--- src/rtl/rr_arbiter8.sv ---
// rr_arbiter8: 8-way round-robin arbiter with registered one-hot grant and a one-cycle gap between holders.
// Define ARB_TIMEOUT_EN to force a release after MAX_HOLD consecutive grant cycles.
module rr_arbiter8 #(
  parameter int MAX_HOLD = 16,
  parameter int CNT_W    = 8
) (
  input  logic       clk,
  input  logic       rst_n,
  input  logic [7:0] req,
  input  logic       done,
  output logic [7:0] gnt,
  output logic [2:0] gnt_id,
  output logic       gnt_valid,
  output logic       timeout
);
  typedef enum logic [1:0] {IDLE, GRANT, GAP} state_t;
  state_t     state_q, state_d;
  logic [7:0] gnt_q, gnt_d;
  logic [2:0] id_q, id_d, ptr_q, ptr_d, win;
  logic       any, rel, force_rel;
  if (MAX_HOLD < 2 || MAX_HOLD > 255 || (1 << CNT_W) <= MAX_HOLD) begin : g_bad_cfg
    $error("rr_arbiter8: illegal MAX_HOLD/CNT_W combination");
  end
  // Scan from the farthest offset down so the offset nearest ptr wins.
  always_comb begin
    win = '0;
    any = 1'b0;
    for (int i = 7; i >= 0; i--) begin
      if (req[ptr_q + 3'(i)]) begin
        win = ptr_q + 3'(i);
        any = 1'b1;
      end
    end
  end
  assign rel = done | ~req[id_q];
`ifdef ARB_TIMEOUT_EN
  logic [CNT_W-1:0] hold_q, hold_d;
  logic             timeout_q;
  assign force_rel = (state_q == GRANT) && !rel && (hold_q == CNT_W'(MAX_HOLD));
  assign hold_d    = (state_q == GRANT) ? hold_q + 1'b1 : CNT_W'(1);
  always_ff @(posedge clk or negedge rst_n) begin
    if (!rst_n) begin
      hold_q    <= '0;
      timeout_q <= 1'b0;
    end else begin
      hold_q    <= hold_d;
      timeout_q <= force_rel;
    end
  end
  assign timeout = timeout_q;
`else
  assign force_rel = 1'b0;
  assign timeout   = 1'b0;
`endif
  always_comb begin
    state_d = state_q;
    gnt_d   = gnt_q;
    id_d    = id_q;
    ptr_d   = ptr_q;
    if (state_q == GRANT) begin
      if (rel || force_rel) begin
        state_d = GAP;
        gnt_d   = '0;
        ptr_d   = id_q + 3'd1;
      end
    end else begin
      state_d = any ? GRANT : IDLE;
      gnt_d   = any ? 8'b1 << win : '0;
      id_d    = any ? win : id_q;
    end
  end
  always_ff @(posedge clk or negedge rst_n) begin
    if (!rst_n) begin
      state_q <= IDLE;
      gnt_q   <= '0;
      id_q    <= '0;
      ptr_q   <= '0;
    end else begin
      state_q <= state_d;
      gnt_q   <= gnt_d;
      id_q    <= id_d;
      ptr_q   <= ptr_d;
    end
  end
  assign gnt       = gnt_q;
  assign gnt_id    = id_q;
  assign gnt_valid = |gnt_q;
endmodule
--- config.mk ---
export PLATFORM = sky130hd
export DESIGN_NAME = rr_arbiter8
export DESIGN_NICKNAME = d
export VERILOG_FILES = /design/src/rtl/rr_arbiter8.sv
export SDC_FILE = /design/constraint.sdc
export NUM_CORES = 1
export LEC_CHECK = 0
export CAP_MARGIN = 20
export CORE_ASPECT_RATIO = 1.75
export CORE_MARGIN = 8
export CORE_UTILIZATION = 59
export CTS_CLUSTER_SIZE = 24
export DETAILED_ROUTE_END_ITERATION = 7
export GPL_TIMING_DRIVEN = 0
export PLACE_DENSITY = 0.86
export SYNTH_ARGS = -nofsm -noshare
export SYNTH_HDL_FRONTEND = slang
export SYNTH_SLANG_ARGS = --single-unit
--- constraint.sdc ---
create_clock -name clk -period 7.1 [get_ports clk]
set_clock_uncertainty 0.15 [all_clocks]
set_input_delay 1.42 -clock clk [delete_from_list [all_inputs] [get_ports clk]]
set_output_delay 1.42 -clock clk [all_outputs]
set_load 0.02 [all_outputs]
==> impl_results.md, run 1 <==
- Status: completed
- Final Util: 0.728
- Crit Path Max Fanout: 8
- Fin crit period: around 4.1 ns
- Met3 usage: 0.0329
- First-pass GRT wire length: 7690 µm
- Total grt overflow: 0
- Largest net degree at the start of global routing: 17
- Input/output buffers: 22
- CP startpoint kind: input pin
- Yosys warns: 0
- Global route hottest layer: met2
- CTS clk-pin slew, worst paths: about 0.060 ns
- Vias in the first global route: between 1.5k and 2k
- I/O pin count: 24
- Critical path class: in2reg
- Number of synthesized register bits: 16
- RSZ-0062 raised after global routing: no
- # Post-CTS Setup Buffers: 0
- Unique masters post-synth: 50
- Initial DRC count: just under 50
- Hold-fix buffers at CTS: 0
- Initial Util: 0.610
- Setup-failing EPs final: 0
- DR vias: around 1.5k
- Max-Cap Viols: 0
- GRT Resource Usage Total: 0.190
- ANT cells: 0
- Most frequent cells in the layout: nand2_1 (22), clkdlybuf4s50_1 (22), dfrtp_1 (16)
- # clock sinks: 16
- HPWL Detailed: between 3000 and 4000 µm
- Drt drc: 0
- Cell Area, Synth: around 0.0016 mm²
- Site row count: 25
- Routing usage on met2: 0.355
- Period utilization: 0.575
- Fmax achieved: between 200 and 250 MHz
- Post-Syn Nets: between 150 and 200
- DR vias/cell: just under 7
- Final setup TNS: 0 ns
- Die Wd: 55.6 µm
- CTS resizes: 0
- Die area: roughly 0.0048 mm²
- Maximum buffer depth of the clock tree: 2
- Cell area after layout: roughly 0.0019 mm²
- Critical path required time: approximately 7 ns
- Total Wirelength: 4640 µm
- Worst setup EP type: register
- Post-Synthesis Cells: around 170
- EDFF count, synth: 0
- Share of cells above drive strength 1: 0.208
- Worst rel slew slack: 0.532
- Layout area overhead: 19.4%
- Antenna violations before repair: 0
- Placeable Area: between 0.002 and 0.003 mm²
- Final ANT Viol Nets: 0
- Worst Path Arrival: between 4 and 5 ns
- Worst min path class: reg2reg
- Final GP Congestion: around 0.95
- Met1 usage: 0.186
- Worst skew pair latency: between 0.2 and 0.3 ns
- Post-Syn Area per Cell: 9.84 µm²
- H-tree levels: 1
- Drt first pass iters: 4
- Post-DP Area: about 0.0019 mm²
- Hold Vio Cnt, Final: 0
- Worst-Margin Slew: 0.700 ns
- CTS Buf Count: 3
- Post-synthesis sequential area ratio: 0.247
- Clock root buffer master: clkbuf_8
- Async SR Flop Fraction: 1.00
- Wire length per cell: approximately 21 µm
- CTS tree: yes
- Die Ht: ~85 µm
- Ys flop type: dfrtp_1
- Pins over their slew limit: 0
- Total Nets Final: approximately 210
## metal layers
metal | wire length (µm) | vias up
met3 | 301 | 21
li1 | - | 687
met5 | 0 | -
met2 | 2500 | 86
met1 | 1670 | 724
met4 | 174 | 0
## stage by stage
step	hold slack [ns]	instances	worst slack, ns
after floorplan	0.458	165	3.74
after global routing	0.393	219	2.86
final	0.387	219	3.02
after detailed placement	0.364	215	2.89
after CTS	0.388	219	3.12
after global placement	0.352	214	2.93
## area by class of cell
type | count | area, µm²
Tap cell | 27 | 33.8
Clock buffer | 4 | 55.1
Sequential cell | 16 | 400
Inverter | 11 | 41.3
Timing Repair Buffer | 23 | 225
Buffer | 8 | 60.1
Multi-Input combinational cell | 130 | 1120
Fill cell | 189 | 722
## registers in the layout, indices dropped and copies added (netlist names)
name	flops
state_q	2
gnt_id	3
ptr_q	3
gnt	8
## cell families (layout without fill, tap and decap cells)
kind of cell | after synthesis | after routing | synth area share
and+or+nand+nor | 50 | 50 | 0.157
AOI/OAI and AO/OA | 44 | 44 | 0.196
xor gates and xnor gates | 4 | 4 | 0.0216
DFF | 16 | 16 | 0.247
muxes | 28 | 28 | 0.291
buffers and inverters | 19 | 46 | 0.0624
other | 1 | 1 | 0.00231
adders and majority gates | 3 | 3 | 0.0231
## worst paths after layout
path,endpoint,from,cells past startpoint,slack [ns]
min in group asynchronous,gnt[7],rst_n,1,1.44
hold reg to reg,gnt[3],gnt[3],1,0.39
setup reg to reg,gnt[1],ptr_q[1],10,3.60
hold / removal,gnt[3],gnt[3],1,0.39
max in group asynchronous,gnt[2],rst_n,1,4.92
setup / recovery,gnt[1],req[1],9,3.02
## worst max-delay path, cell delays in order
cell and delay, ns:
clkdlybuf4s50_1 0.58, mux4_2 0.64, nor4_1 0.23, or4_1 0.21, nand4_1 0.17, o21ai_1 0.36, inv_1 0.17, nand3_1 0.16
o21ai_0 0.09
## synth_stat cells, types with 2 or more instances
cell type | instances | share of area
a32o_1 | 2 | 0.012
buf_2 | 3 | 0.0092
dfrtp_1 | 16 | 0.25
mux2_2 | 2 | 0.014
a21oi_1 | 8 | 0.025
xor2_1 | 3 | 0.016
nand2_1 | 22 | 0.051
or3_1 | 2 | 0.0077
o21ai_0 | 7 | 0.022
ha_1 | 3 | 0.023
buf_6 | 3 | 0.021
inv_1 | 10 | 0.023
o21ai_1 | 7 | 0.022
mux4_2 | 12 | 0.17
nand2b_1 | 2 | 0.0077
o211ai_1 | 2 | 0.0092
mux2i_1 | 10 | 0.062
nor4_1 | 8 | 0.031
mux2_4 | 2 | 0.019
a32o_2 | 4 | 0.028
a211oi_1 | 3 | 0.014
nor2_1 | 6 | 0.014
Power of run 1 is left out: the tool's default activity adds up to more than one toggle a clock period on the data nets, which glitch-free logic cannot reach.
==> run 2: changes to the inputs <==
--- a/config.mk
+++ b/config.mk
@@ -8,11 +8,11 @@
 export CAP_MARGIN = 20
 export CORE_ASPECT_RATIO = 1.75
 export CORE_MARGIN = 8
-export CORE_UTILIZATION = 59
+export CORE_UTILIZATION = 49
 export CTS_CLUSTER_SIZE = 24
 export DETAILED_ROUTE_END_ITERATION = 7
 export GPL_TIMING_DRIVEN = 0
-export PLACE_DENSITY = 0.86
+export PLACE_DENSITY = 0.76
 export SYNTH_ARGS = -nofsm -noshare
 export SYNTH_HDL_FRONTEND = slang
 export SYNTH_SLANG_ARGS = --single-unit
==> constraint.sdc (replaced) <==
create_clock -name clk -period 3.5 [get_ports clk]
set_clock_uncertainty 0.15 [all_clocks]
set_input_delay 0.7 -clock clk [delete_from_list [all_inputs] [get_ports clk]]
set_output_delay 0.7 -clock clk [all_outputs]
set_load 0.02 [all_outputs]
==> impl_results.md, run 2 (synthesis results as in run 1) <==
- RSZ-0062 raised after global routing: no
- H-tree levels: 1 (unchanged)
- PnR worst setup slack: 0.136 ns (-2.88 ns)
- Vias in the first global route: 1677 (-1.8%)
- Max-Cap Viols: 0 (unchanged)
- Die Wd: 59.5 µm (+6.9%)
- Wire length per cell: 19.6 µm (-7.6%)
- Share of cells above drive strength 1: 0.227 (+0.0185)
- Final setup TNS: 0 ns (unchanged)
- Worst Path Arrival: 3.36 ns (-0.68 ns)
- I/O pin count: 24 (unchanged)
- Worst min path class: reg2reg
- Input/output buffers: 22 (unchanged)
- Fin crit period: about 3.4 ns
- Largest net degree at the start of global routing: 17 (unchanged)
- Placeable Area: 0.00314 mm² (+18%)
- CTS clk-pin slew, worst paths: 0.07 ns (about the same)
- Maximum buffer depth of the clock tree: 2 (unchanged)
- Largest register FFs: 8 (unchanged)
- Met1 usage: 0.184 (-0.00147)
- Final GP Congestion: 0.920 (-2.9%)
- Clock root buffer master: clkbuf_8
- Period utilization: 0.961
- Initial DRC count: 49 (unchanged)
- CTS tree: yes
- Total grt overflow: 0 (unchanged)
- Site row count: 27 (+8.0%)
- Die area: 0.00548 mm² (+15%)
- DR vias: 1526 (+0.53%)
- First-pass GRT wire length: 7820 µm (+1.6%)
- Critical path required time: 3.49 ns (-3.57 ns)
- Fillers: 276 (+46%)
- Hold Vio Cnt, Final: 0 (unchanged)
- HPWL Detailed: 3680 µm (+2.4%)
- Drt first pass iters: 4 (unchanged)
- Routing usage on met2: 0.322 (-0.0320)
- Setup-failing EPs final: 0 (unchanged)
- ANT cells: 0 (unchanged)
- Die Ht: 92.1 µm (+7.9%)
- CTS Buf Count: 3 (unchanged)
- Min Hold Slack: 0.392 ns (+0.00466 ns)
- Worst rel slew slack: 0.502 (-0.0299)
- Pins over their slew limit: 0 (unchanged)
- Antenna violations before repair: 0 (unchanged)
- Status: completed
- CP startpoint kind: register
- Crit Path Max Fanout: 10 (+2)
- Met3 usage: 0.0238 (-0.00911)
- GRT Resource Usage Total: 0.180 (-0.00992)
- Worst skew pair latency: 0.25 ns (about the same)
- Drt drc: 0 (unchanged)
- Worst setup EP type: register
- Worst Hold Depth: 2 (+1)
- Initial Util: 0.517 (-0.0938)
- Number of cells on the worst reg-to-reg path: 12 (+2)
- Most frequent cells in the layout: nand2_1 (22), clkdlybuf4s50_1 (22), dfrtp_1 (15)
- Layout area overhead: 22.3%
- Total Nets Final: 209 (+0.97%)
- Total Wirelength: 4640 µm (about the same)
- Fmax achieved: roughly 300 MHz
- Critical path class: reg2reg
- Dpl ws: -0.0659 ns (-2.95 ns)
- Worst-Margin Slew: 0.745 ns (+0.0448 ns)
- Global route hottest layer: met2
- # clock sinks: 16 (unchanged)
- Post-DP Area: 0.00190 mm² (+1.1%)
- DR vias/cell: 6.44 (-7.1%)
- Final ANT Viol Nets: 0 (unchanged)
- Cell area after layout: 0.00198 mm² (+2.5%)
## run 2: routing by layer
layer	wire length (µm)	up-vias
met2	2500	74
met1	1680	737
met4	224	0
met5	0	-
met3	245	22
li1	-	693
## run 2: final timing paths
| path | to | slack [ns] | start |
|---|---|---|---|
| min in group asynchronous | gnt[7] | 0.74 | rst_n |
| setup / recovery | gnt[7] | 0.14 | ptr_q[1] |
| setup reg to reg | gnt[7] | 0.14 | ptr_q[1] |
| hold / removal | gnt[4] | 0.39 | gnt[4] |
| max in group asynchronous | ptr_q[1] | 1.94 | rst_n |
| hold reg to reg | gnt[4] | 0.39 | gnt[4] |
## run 2: cell type report
cell class | count | area [µm²] | share of cell area
Tap cell | 43 | 53.8 | 0.0271
Inverter | 11 | 41.3 | 0.0208
Timing Repair Buffer | 25 | 240 | 0.121
Buffer | 8 | 62.6 | 0.0315
Multi-Input combinational cell | 130 | 1130 | 0.569
Sequential cell | 16 | 402 | 0.202
Clock buffer | 4 | 55.1 | 0.0277
## run 2: repair_timing
item / in CTS / in global routing
setup buffers: 0 / 2
gates resized for setup: 0 / 4
hold buffers: 0 / 0
endpoints found under the setup margin: 0 / 10
## run 2: worst max-delay path, cell delays in order, from the launching register on
cell and delay (ns):
dfrtp_2 0.42, buf_6 0.18, inv_1 0.14, ha_1 0.30, clkbuf_4 0.19, mux4_2 0.58, mux2_2 0.29, nand2_1 0.10
nor2_1 0.06, o31ai_2 0.29, o22a_4 0.23, nor2_4 0.06, a32o_2 0.28
## run 2: through the flow
stage                     instances  utilization
final                           237        0.632
after global routing            237        0.632
after floorplan                 165            -
after global placement          230        0.604
after CTS                       235        0.623
after detailed placement        231        0.605
Power of run 2 is left out for the same reason.
